$ cat src/rtl/mac_acc.sv
// rtl/mac_acc.sv - framed multiply-accumulate: sums LEN signed products, scales and fits to WO bits
// Optional ACC_SAT_EN: saturate the fitted result instead of wrapping.
module mac_acc #(
  parameter int WP    = 32,
  parameter int LEN   = 64,
  parameter int WACC  = WP + $clog2(LEN),
  parameter int SHIFT = 0,
  parameter int WO    = 32
) (
  input  logic                 clk,
  input  logic                 rst_n,
  input  logic                 valid_in,
  input  logic [WP-1:0]        p_in,
  input  logic                 flush,
  output logic                 valid_out,
  output logic [WO-1:0]        acc_out,
  output logic                 ovf_out,
  output logic                 busy
);

  localparam int CW = $clog2(LEN);
  localparam logic [CW-1:0] CNT_LAST = CW'(LEN - 1);

  logic [CW-1:0]          cnt;
  logic signed [WACC-1:0] acc;
  logic signed [WACC-1:0] ext;
  logic signed [WACC-1:0] base;
  logic signed [WACC-1:0] sum;
  logic signed [WACC-1:0] scaled;
  logic [WACC-WO:0]       top;
  logic                   ovf;
  logic [WO-1:0]          fit;
  logic                   last;

  // A fresh frame (idle or flushed) starts from zero rather than the stale accumulator.
  always_comb begin
    ext    = {{(WACC-WP){p_in[WP-1]}}, p_in};
    base   = (cnt == '0 || flush) ? '0 : acc;
    sum    = base + ext;
    scaled = sum >>> SHIFT;
    top    = scaled[WACC-1:WO-1];
    ovf    = (|top) & ~(&top);
`ifdef ACC_SAT_EN
    if (ovf)
      fit = scaled[WACC-1] ? {1'b1, {(WO-1){1'b0}}} : {1'b0, {(WO-1){1'b1}}};
    else
      fit = scaled[WO-1:0];
`else
    fit = scaled[WO-1:0];
`endif
    last = valid_in && !flush && (cnt == CNT_LAST);
  end

  always_ff @(posedge clk or negedge rst_n) begin
    if (!rst_n) begin
      cnt       <= '0;
      acc       <= '0;
      valid_out <= 1'b0;
      acc_out   <= '0;
      ovf_out   <= 1'b0;
      busy      <= 1'b0;
    end else begin
      valid_out <= 1'b0;
      if (valid_in) begin
        acc <= sum;
        if (last) begin
          cnt       <= '0;
          busy      <= 1'b0;
          valid_out <= 1'b1;
          acc_out   <= fit;
          ovf_out   <= ovf;
        end else begin
          cnt  <= flush ? CW'(1) : cnt + CW'(1);
          busy <= 1'b1;
        end
      end else if (flush) begin
        cnt  <= '0;
        busy <= 1'b0;
      end
    end
  end

endmodule

$ cat config.mk
export PLATFORM = sky130hd
export DESIGN_NAME = mac_acc
export DESIGN_NICKNAME = d
export VERILOG_FILES = /design/src/rtl/mac_acc.sv
export SDC_FILE = /design/constraint.sdc
export NUM_CORES = 1
export LEC_CHECK = 0
export BUFFER_PORTS_ARGS = -buffer_cell sky130_fd_sc_hd__buf_4
export CAP_MARGIN = 10
export CORE_ASPECT_RATIO = 0.6
export CORE_MARGIN = 8
export CORE_UTILIZATION = 42
export CTS_BUF_LIST = sky130_fd_sc_hd__clkbuf_8
export CTS_CLUSTER_SIZE = 24
export DETAILED_ROUTE_END_ITERATION = 10
export GPL_TIMING_DRIVEN = 0
export PLACE_DENSITY = 0.64
export SLEW_MARGIN = 20
export SYNTH_ARGS = -nofsm -noshare
export SYNTH_HDL_FRONTEND = slang
export SYNTH_SLANG_ARGS = --single-unit
$ cat constraint.sdc
create_clock -name clk -period 12.2 [get_ports clk]
set_input_delay 1.22 -clock clk [delete_from_list [all_inputs] [get_ports clk]]
set_output_delay 1.22 -clock clk [all_outputs]
set_load 0.05 [all_outputs]
==> results of run 1 <==
## sequential cells by signal, indices dropped and copies added (netlist names)
name / cells
ovf_out: 1
busy: 1
valid_out: 1
acc_out: 32
cnt: 6
acc: 38
## worst max-delay path: stages
cell	delay (ns)
clkbuf_1	0.31
a21oi_1	0.13
clkbuf_1	0.25
clkbuf_1	0.29
and2_1	0.23
ha_1	0.22
fa_1	0.42
a21o_1	0.20
a221oi_2	0.41
or4_1	0.20
nand4_1	0.24
a41oi_2	0.36
o21ai_2	0.14
a31o_2	0.23
a311oi_1	0.44
nor4b_1	0.12
a211oi_1	0.22
## placed cells by master (no fill, tap or decap), types with 4 or more instances in the layout
master | synthesis | routed
a21o_1 | 15 | 15
a21oi_1 | 45 | 45
a311oi_1 | 4 | 4
a31oi_1 | 7 | 7
and2_1 | 43 | 43
buf_4 | 0 | 67
clkbuf_1 | 16 | 16
clkbuf_8 | 0 | 10
clkinv_2 | 0 | 4
dfrtp_1 | 79 | 79
ha_1 | 39 | 39
inv_1 | 17 | 17
mux2_2 | 40 | 40
nand2_1 | 116 | 116
nand3_1 | 11 | 11
nand4_1 | 9 | 9
nor2_1 | 30 | 30
nor3_1 | 9 | 9
o21a_1 | 4 | 4
o21ai_0 | 17 | 17
o21bai_1 | 8 | 8
xnor2_1 | 24 | 24
xor2_1 | 10 | 10
## metrics by stage
stage               hold WS, ns  total power, mW  utilization [%]
floorplan                 0.472            0.640                -
global placement          0.459            0.729             48.3
detailed placement        0.464            0.741             48.3
CTS                       0.485            0.947             49.8
global route              0.516             1.01             49.9
finish                    0.480            0.941             49.9
## area by class of cell
type | instances | share of cell area [%]
buffer | 21 | 1.32
clock buffer | 10 | 2.17
clock inverter | 6 | 0.926
inverter | 18 | 1.06
multi-input combinational | 490 | 51.9
sequential | 79 | 31.1
tap | 170 | 3.35
timing repair buffer | 68 | 8.10
## per-layer routing
layer / GRT usage, % / part of all wire (%) / wire [um]
met1: 27.3 / 54 / 7770
met2: 23.0 / 38 / 5470
met3: 5.22 / 7.7 / 1120
met4: 3.13 / 0.72 / 104
met5: 0 / 0 / 0
## worst paths after layout
check	start	endpoint	slack (ns)	depth (start not counted)
setup / recovery	flush	ovf_out	6.83	17
hold reg to reg	acc_out[12]	acc_out[12]	0.48	2
hold / removal	acc_out[12]	acc_out[12]	0.48	2
min in group asynchronous	rst_n	acc_out[8]	0.89	1
setup reg to reg	cnt[0]	ovf_out	7.15	19
max in group asynchronous	rst_n	acc_out[30]	10.80	1
## cell families (layout without fill, tap and decap cells)
group,count (synthesis),after routing,share of synthesized area [%]
flops,79,79,36.4
xor+xnor,34,34,5.49
mux,41,41,8.49
compound gates,132,132,16.2
buf+inv,39,123,2.79
fa+ha+maj,40,40,9.36
simple gates,243,243,21.3
## power groups by stage
stage	clock network (mW)	registers [mW]	logic, mW
after floorplan	0	0.360	0.280
after global placement	0	0.349	0.380
after detailed placement	0	0.353	0.388
after CTS	0.208	0.348	0.391
after global routing	0.220	0.355	0.438
final	0.200	0.348	0.393
==> implementation parameters, run 1 <==
Parameter                              Value

Timing
  Final count of negative-setup-slack endpoints ... 0
  Min cycle time layout ... roughly 5.4 ns
  Max-slew headroom ... 46.3%
  Period Utilization, post-route ... 44.0%
  Worst Tran Pin Value ... around 0.80 ns
  Setup repair after global routing missed its margin ... no
  Final Hold Vio Count ... 0
  FMAX ... 186 MHz
  Setup TNS Final ... 0 ns
  Number of pins exceeding their max-slew limit in the final report ... 0
  Post-route clock skew ... about 0.011 ns
  Post-route setup slack ... slightly below 7 ns

Power and ir drop
  Net switching share of the total power ... about 37%
  Comb power frac ... about two fifths
  Reported leakage power ... ~3 nW
  Register share of total power ... between 30 and 40%
  Net Sw Power ... 0.352 mW
  Part of the power in the clock network ... a little over a fifth
  Peak supply drop ... 0.0765 mV
  Design internal power ... between 0.5 and 0.6 mW
  Power per cell area ... around 150 nW/um^2

Place
  Port bufs ... between 60 and 70
  Minimum setup slack after placement ... between 6 and 7 ns
  Cell count after placement ... 846
  DP HPWL ... around 11000 um
  Post-placement cell area ... ~6100 um^2
  Final weighted congestion of routability-driven global placement ... approximately 0.9

Floorplanning
  Horizontal die dimension ... about 160 um
  Full die area ... 16900 um^2
  Floorplan die height ... 104 um
  FP Rows ... 32
  Starting density of the core ... 42.6%
  Io pins ... between 70 and 80
  Core region area ... 12700 um^2

Routing
  Vias ... 4664
  Drt initial violations ... 263
  DRC violations left ... 0
  Mean number of vias per cell ... ~5.4
  Detailed-route wire length per cell ... approximately 17 um
  Number of iterations in the first detailed-routing pass ... 4
  Drt total wl ... between 10000 and 15000 um
  Antenna Nets Post-Route ... 0

Clock network
  Number of buffers inserted for hold repair after clock tree synthesis ... 0
  Number of clock sinks seen by CTS ... 79
  Buffers inserted during post-CTS setup optimization ... 0
  Worst skew pair latency ... 0.36 ns
  Post-CTS clock slew at the launch and capture registers of the worst setup and hold paths ... 0.08 ns
  Level count of the clock H-tree ... 3
  Number of gates resized after CTS ... 0
  Max clock buf depth ... 2
  Number of CTS-inserted buffers ... 9
  TritonCTS clock tree ... done
  Clock root buffer ... clkbuf_8

Finish
  Area taken by flip-flops and latches ... roughly 2000 um^2
  Synthesis-to-layout area growth ... 17.0%
  Total non-filler cell area in the finished layout ... about 6300 um^2
  # fillers ... ~1200
  Ratio of cells with drive above 1 in the final layout ... approximately a fifth
  Non-filler cells in the finished layout ... roughly 860
  Number of antenna diodes ... 0
  Area taken by multi-input logic gates ... between 3000 and 4000 um^2
  Net count, final ... between 700 and 800

Synthesis
  Prevailing post-synth register cell ... dfrtp_1
  Post-synth EDFFs ... 0
  Post-synthesis cell type with the largest combined area ... dfrtp_1
  Count of warnings emitted by yosys ... 0
  Cell with the most instances after synthesis ... nand2_1
  Post-synth cell types ... just under 60
  Top cell types by occurrence after synthesis ... 116 x nand2_1, 79 x dfrtp_1, 45 x a21oi_1
  Share of Yosys cell area claimed by the top area cell type ... 36.4%
  Number of instances in the synthesized netlist ... between 600 and 700
  Sequential share of the synthesized area ... a little over a third
  Avg Synthesized Cell Area ... between 8 and 9 um^2
  Count of state elements after synthesis ... 79
  Ranking of synthesized cells by area ... dfrtp_1 36%, ha_1 9.0%, mux2_2 8.3%
  Syn_nets ... 684
  Share of flip-flops with an asynchronous set or reset ... between 90% and 100%
  Syn Std Cell Area ... ~5400 um^2

Worst setup path
  Setup crit start kind ... input pin
  Data required time of the worst path ... between 10 and 15 ns
  Data arrival at the endpoint of the critical path ... 5.64 ns
  Worst setup path category ... input pin to flip-flop
  Maximum fanout encountered on the critical timing path ... 10
  Endpoint class of the critical path ... flip-flop

Hold path
  Hold Path Class ... flip-flop to flip-flop

GRT
  Number of antenna violations at the first check in global routing ... 0
  Pin count of the biggest net entering global routing ... 80
  Global-route wire length before repair ... about 24000 um
  Via count of the first global-routing pass ... 4574
  Overall overflow remaining after global route ... 0
  Combined global-route utilization of all metal layers ... between 15 and 20%

Run
  Max-cap check violation count ... 0

Run status
  Outcome ... finished clean
No activity file was read; power rests on OpenSTA's default activity.
==> run 2: changes to the inputs <==
Clock period 12.2 ns to 4.96 ns, I/O delays scaled along.
==> run 2 against run 1 <==
Critical path depth up 2; core utilization up 0.31 points; sequential power up 150%; cell count up 0.12%; largest cell class unchanged; clock skew up 0.00072 ns; die area unchanged; worst hold slack worse by 0.32 ns; critical path type is now flip-flop to flip-flop; count of clock-buffer cells in the layout unchanged.
==> implementation parameters, run 2 (synthesized netlist as in run 1, its figures left out) <==
Parameter                              Value

Run status
  Outcome ... finished clean

Floorplanning
  Horizontal die dimension ... 163 um
  Starting density of the core ... between 40% and 50%
  Core region area ... roughly 13000 um^2
  Full die area ... roughly 17000 um^2
  Io pins ... around 70
  Floorplan die height ... between 100 and 150 um
  FP Rows ... 32

Timing
  Post-route setup slack ... about 0.13 ns
  Setup repair after global routing missed its margin ... yes
  Min cycle time layout ... slightly below 5 ns
  Final count of negative-setup-slack endpoints ... 0
  FMAX ... roughly 210 MHz
  Post-route clock skew ... around 0.012 ns
  Period Utilization, post-route ... between 90% and 100%
  Number of pins exceeding their max-slew limit in the final report ... 0
  Max-slew headroom ... a little over half
  Final Hold Vio Count ... 0
  Worst hold slack across all endpoints ... around 0.16 ns
  Worst Tran Pin Value ... ~0.7 ns

GRT
  Via count of the first global-routing pass ... between 4000 and 5000
  Overall overflow remaining after global route ... 0
  Pin count of the biggest net entering global routing ... 80
  Combined global-route utilization of all metal layers ... 17.6%
  Global-route wire length before repair ... between 20000 and 25000 um
  Number of antenna violations at the first check in global routing ... 0

Routing
  Number of iterations in the first detailed-routing pass ... 4
  DRC violations left ... 0
  Mean number of vias per cell ... about 5.4
  Drt initial violations ... ~250
  Vias ... about 4700
  Drt total wl ... between 10000 and 15000 um
  Antenna Nets Post-Route ... 0
  Detailed-route wire length per cell ... 16.8 um

Power and ir drop
  Power per cell area ... ~360 nW/um^2
  Tot Pwr ... about 2.3 mW
  Reported leakage power ... 3.08 nW
  Peak supply drop ... about 0.19 mV

Finish
  Synthesis-to-layout area growth ... 17.8%
  Net count, final ... 764
  Highest-count cells in the layout ignoring fill and taps ... 116 x nand2_1, 79 x dfrtp_1, 68 x buf_4, 44 x a21oi_1, 43 x and2_1
  Area taken by multi-input logic gates ... ~3300 um^2
  Top reg by flops ... acc
  Non-filler cells in the finished layout ... around 860
  Most common library cell in the layout ignoring fill and taps ... nand2_1
  Number of flip-flops in the largest register ... 38
  # fillers ... about 1200
  Registers with the highest flip-flop counts ... acc x38, acc_out x32, cnt x6
  Ratio of cells with drive above 1 in the final layout ... a little over a fifth
  Area taken by flip-flops and latches ... 1980 um^2
  Number of antenna diodes ... 0

Run
  Max-cap check violation count ... 0

Clock network
  Level count of the clock H-tree ... 3
  Worst skew pair latency ... around 0.36 ns
  Number of CTS-inserted buffers ... 9
  Post-CTS clock slew at the launch and capture registers of the worst setup and hold paths ... around 0.080 ns
  Clock root buffer ... clkbuf_8
  Max clock buf depth ... 2
  Number of clock sinks seen by CTS ... a little under 80
  Number of buffers inserted for hold repair after clock tree synthesis ... 0
  TritonCTS clock tree ... done

Worst setup path
  Worst setup path startpoint ... cnt[0]
  Worst flop-to-flop path startpoint ... cnt[0]
  Data arrival at the endpoint of the critical path ... 5.05 ns
  Endpoint class of the critical path ... flip-flop
  Setup crit start kind ... flip-flop
  Worst setup path category ... flip-flop to flip-flop
  Maximum fanout encountered on the critical timing path ... 10
  Data required time of the worst path ... 5.19 ns

Place
  Final weighted congestion of routability-driven global placement ... about 0.90
  Port bufs ... 68
  DP HPWL ... approximately 11000 um
  Cell count after placement ... ~850
  Minimum setup slack after placement ... -0.0361 ns

Hold path
  Hold Path Class ... input pin to asynchronous set/reset pin
-- run 2: changes by cell type in the layout (fill, tap and decap cells not counted), sizes merged --
| cell | previous run | this run |
|---|---|---|
| clkbuf | 27 | 26 |
| buf | 72 | 74 |
-- run 2: final cells by class --
type	count	area share, %
Inverter	18	1.06
Tap cell	170	3.33
Multi-Input combinational cell	490	52.0
Clock buffer	10	2.15
Sequential cell	79	30.9
Timing Repair Buffer	69	8.17
Clock inverter	6	0.920
Buffer	21	1.43
-- run 2: worst paths after layout --
| path | end | slack, ns | cells after the start |
|---|---|---|---|
| setup / recovery | ovf_out | 0.13 | 19 |
| min in group clk | acc_out[12] | 0.48 | 2 |
| setup reg to reg | ovf_out | 0.13 | 19 |
| max in group asynchronous | acc_out[30] | 4.29 | 1 |
| hold reg to reg | acc_out[12] | 0.48 | 2 |
| hold / removal | acc_out[8] | 0.16 | 1 |
-- run 2: critical path: stages, from the launching register on --
cell	delay, ns
dfrtp_1	0.42
inv_1	0.11
ha_1	0.15
nor3b_1	0.27
a21oi_2	0.12
clkbuf_4	0.20
buf_2	0.20
and2_1	0.18
ha_1	0.22
fa_1	0.42
a21o_1	0.20
a221oi_2	0.42
or4_1	0.21
nand4_1	0.25
nand4_1	0.21
a31oi_1	0.11
xor2_1	0.21
or4_1	0.52
nor4_2	0.16
a211oi_1	0.11
-- run 2: per-stage QoR --
stage	area, um^2	setup TNS, ns	utilization (%)
after floorplan	5430	0	-
after global placement	6150	-0.0196	48.3
after detailed placement	6150	-0.0361	48.3
after CTS	6360	0	49.9
after global routing	6390	-0.151	50.2
final	6390	0	50.2
-- run 2: power by group --
group	internal [mW]	switching, mW
sequential	0.790	0.0659
clock	0.245	0.247
combinational	0.422	0.561
-- run 2: repair_timing --
action                     4_1_cts  5_1_grt
gates resized for setup          3       14
setup endpoints to repair        1       11
cloned                           0        0
buffers inserted                 0        1
pin swaps                        0        1
-- run 2: per-layer routing --
metal / global-route usage [%] / part of all wire [%] / vias to the layer above / wire length [um]
li1: - / - / 2305 / -
met4: 3.13 / 0.99 / 0 / 144
met3: 5.22 / 7.0 / 13 / 1010
met5: 0 / 0 / - / 0
met2: 23.0 / 38 / 130 / 5510
met1: 27.3 / 54 / 2215 / 7870
==> run 3: changes to the inputs <==
Settings changed: CORE_UTILIZATION 42 to 60, PLACE_DENSITY 0.64 to 0.85, SETUP_SLACK_MARGIN set to 0.15, SLEW_MARGIN 20 to not set.
==> run 3 against run 2 <==
Sequential share of layout area rose by 0.21 points; flip-flop and latch count did not move; clock power fell by 11%; core utilization rose by 20 points; routed wire length decreased by 0.24%.
==> implementation parameters, run 3 (synthesized netlist as in run 1, its figures left out) <==
Parameter                              Value

Hold path
  Hold Path Class ... input pin to asynchronous set/reset pin

Timing
  Min cycle time layout ... 4.53 ns
  Period Utilization, post-route ... 91.3%
  Worst Tran Pin Value ... 0.997 ns
  Final count of negative-setup-slack endpoints ... 0
  Post-route clock skew ... 0.0123 ns
  Number of pins exceeding their max-slew limit in the final report ... 0
  FMAX ... approximately 220 MHz
  Setup TNS Final ... 0 ns
  Final Hold Vio Count ... 0
  Max-slew headroom ... between 30% and 40%
  Setup repair after global routing missed its margin ... no

Finish
  Area taken by flip-flops and latches ... a little under 2000 um^2
  Area taken by multi-input logic gates ... between 3000 and 4000 um^2
  Total non-filler cell area in the finished layout ... between 6000 and 7000 um^2
  Non-filler cells in the finished layout ... 813
  Number of antenna diodes ... 0
  Top reg by flops ... acc
  Most common library cell in the layout ignoring fill and taps ... nand2_1
  # fillers ... 710
  Highest-count cells in the layout ignoring fill and taps ... 116 x nand2_1, 79 x dfrtp_1, 74 x buf_4, 44 x a21oi_1, 43 x and2_1
  Ratio of cells with drive above 1 in the final layout ... about a fifth
  Net count, final ... approximately 770
  Synthesis-to-layout area growth ... 17.0%
  Final Core Density ... between 70% and 80%
  Number of flip-flops in the largest register ... 38
  Registers with the highest flip-flop counts ... acc x38, acc_out x32, cnt x6

Floorplanning
  FP Rows ... 27
  Floorplan die height ... ~90 um
  Horizontal die dimension ... around 140 um
  Full die area ... 12400 um^2
  Starting density of the core ... between 60% and 70%
  Core region area ... ~9000 um^2
  Io pins ... just over 70

Place
  Final weighted congestion of routability-driven global placement ... roughly 0.92
  DP HPWL ... between 10000 and 15000 um
  Port bufs ... 68
  Cell count after placement ... roughly 790
  Post-placement cell area ... 6080 um^2

Routing
  DRC violations left ... 0
  Antenna Nets Post-Route ... 0
  Drt total wl ... between 10000 and 15000 um
  Mean number of vias per cell ... a little under 6
  Drt initial violations ... between 400 and 500
  Vias ... 4847
  Number of iterations in the first detailed-routing pass ... 5
  Detailed-route wire length per cell ... 17.8 um

Clock network
  Number of CTS-inserted buffers ... 9
  TritonCTS clock tree ... done
  Post-CTS clock slew at the launch and capture registers of the worst setup and hold paths ... 0.09 ns
  Clock root buffer ... clkbuf_8
  Worst skew pair latency ... approximately 0.37 ns
  Number of clock sinks seen by CTS ... 79
  Number of buffers inserted for hold repair after clock tree synthesis ... 0
  Level count of the clock H-tree ... 3
  Max clock buf depth ... 2

Worst setup path
  Setup crit start kind ... flip-flop
  Endpoint class of the critical path ... flip-flop
  Data arrival at the endpoint of the critical path ... between 4 and 5 ns
  Maximum fanout encountered on the critical timing path ... 10
  Worst setup path category ... flip-flop to flip-flop
  Worst setup slack for register-to-register paths ... approximately 0.43 ns
  Data required time of the worst path ... around 5.2 ns

Run
  Max-cap check violation count ... 0

GRT
  Combined global-route utilization of all metal layers ... 24.1%
  Pin count of the biggest net entering global routing ... 80
  Overall overflow remaining after global route ... 0
  Global-route wire length before repair ... 23900 um
  Via count of the first global-routing pass ... 4741
  Number of antenna violations at the first check in global routing ... 0

Power and ir drop
  Reported leakage power ... 3.09 nW
  Tot Pwr ... 2.31 mW
  Peak supply drop ... just over 0.2 mV
  Power per cell area ... approximately 360 nW/um^2

Run status
  Outcome ... finished clean
==> run 3: cell count changes in the layout (fill, tap and decap cells not counted), sizes merged <==
cell / before / now
inv: 18 / 21
clkinvlp: 0 / 1
bufinv: 1 / 0
buf: 74 / 78
clkinv: 5 / 2
==> run 3: path summary, 6_finish.rpt <==
check / start / endpoint / cells past startpoint
hold / removal: rst_n / acc_out[17] / 1
max in group asynchronous: rst_n / acc[4] / 1
setup / recovery: cnt[0] / ovf_out / 20
hold reg to reg: acc_out[7] / acc_out[7] / 2
setup reg to reg: cnt[0] / ovf_out / 20
min in group clk: acc_out[7] / acc_out[7] / 2
==> run 3: power breakdown <==
group	leakage (nW)	internal, mW	total [mW]	switching (mW)
clock network	0.0975	0.189	0.436	0.247
registers	0.992	0.790	0.862	0.0714
logic	2.00	0.435	1.01	0.578
total	3.09	1.42	2.31	0.896
==> run 3: metal layers <==
layer / part of all wire [%] / track usage, %
met5: 0 / 0
met4: 0.98 / 5.64
met3: 7.8 / 5.96
met2: 42 / 36.1
met1: 49 / 34.6
==> run 3: stage by stage <==
stage	hold slack (ns)	setup slack (ns)
after global routing	0.376	0.159
after floorplan	0.200	0.917
after global placement	0.458	0.0727
after detailed placement	0.464	-0.0152
final	0.284	0.430
after CTS	0.334	0.167
==> run 3: worst max-delay path: stages (launching register included) <==
cell	delay [ns]
dfrtp_1	0.42
inv_1	0.11
ha_1	0.16
nor3b_2	0.20
a21oi_2	0.10
buf_4	0.19
clkbuf_4	0.20
and2_1	0.17
ha_1	0.22
fa_1	0.42
a21o_1	0.22
a221oi_4	0.34
or4_1	0.18
nand4_1	0.07
buf_4	0.17
nand4_1	0.12
a31oi_2	0.11
xor2_1	0.22
or4_1	0.51
nor4_2	0.17
a211oi_1	0.11
==> run 3: timing repair <==
| action | CTS | global route |
|---|---|---|
| endpoints found under the setup margin | 3 | 17 |
| pin swaps | 1 | 2 |
| gates resized for setup | 4 | 20 |
| hold endpoints to repair | 0 | 0 |
| buffers inserted | 1 | 4 |
==> run 3: layout make-up <==
cell class                      count  share of cell area, %
Timing Repair Buffer               73                   8.64
Buffer                             21                   1.48
Clock inverter                      6                  0.493
Inverter                           18                   1.06
Clock buffer                       10                   2.17
Sequential cell                    79                   31.2
Tap cell                          116                   2.29
Multi-Input combinational cell    490                   52.7
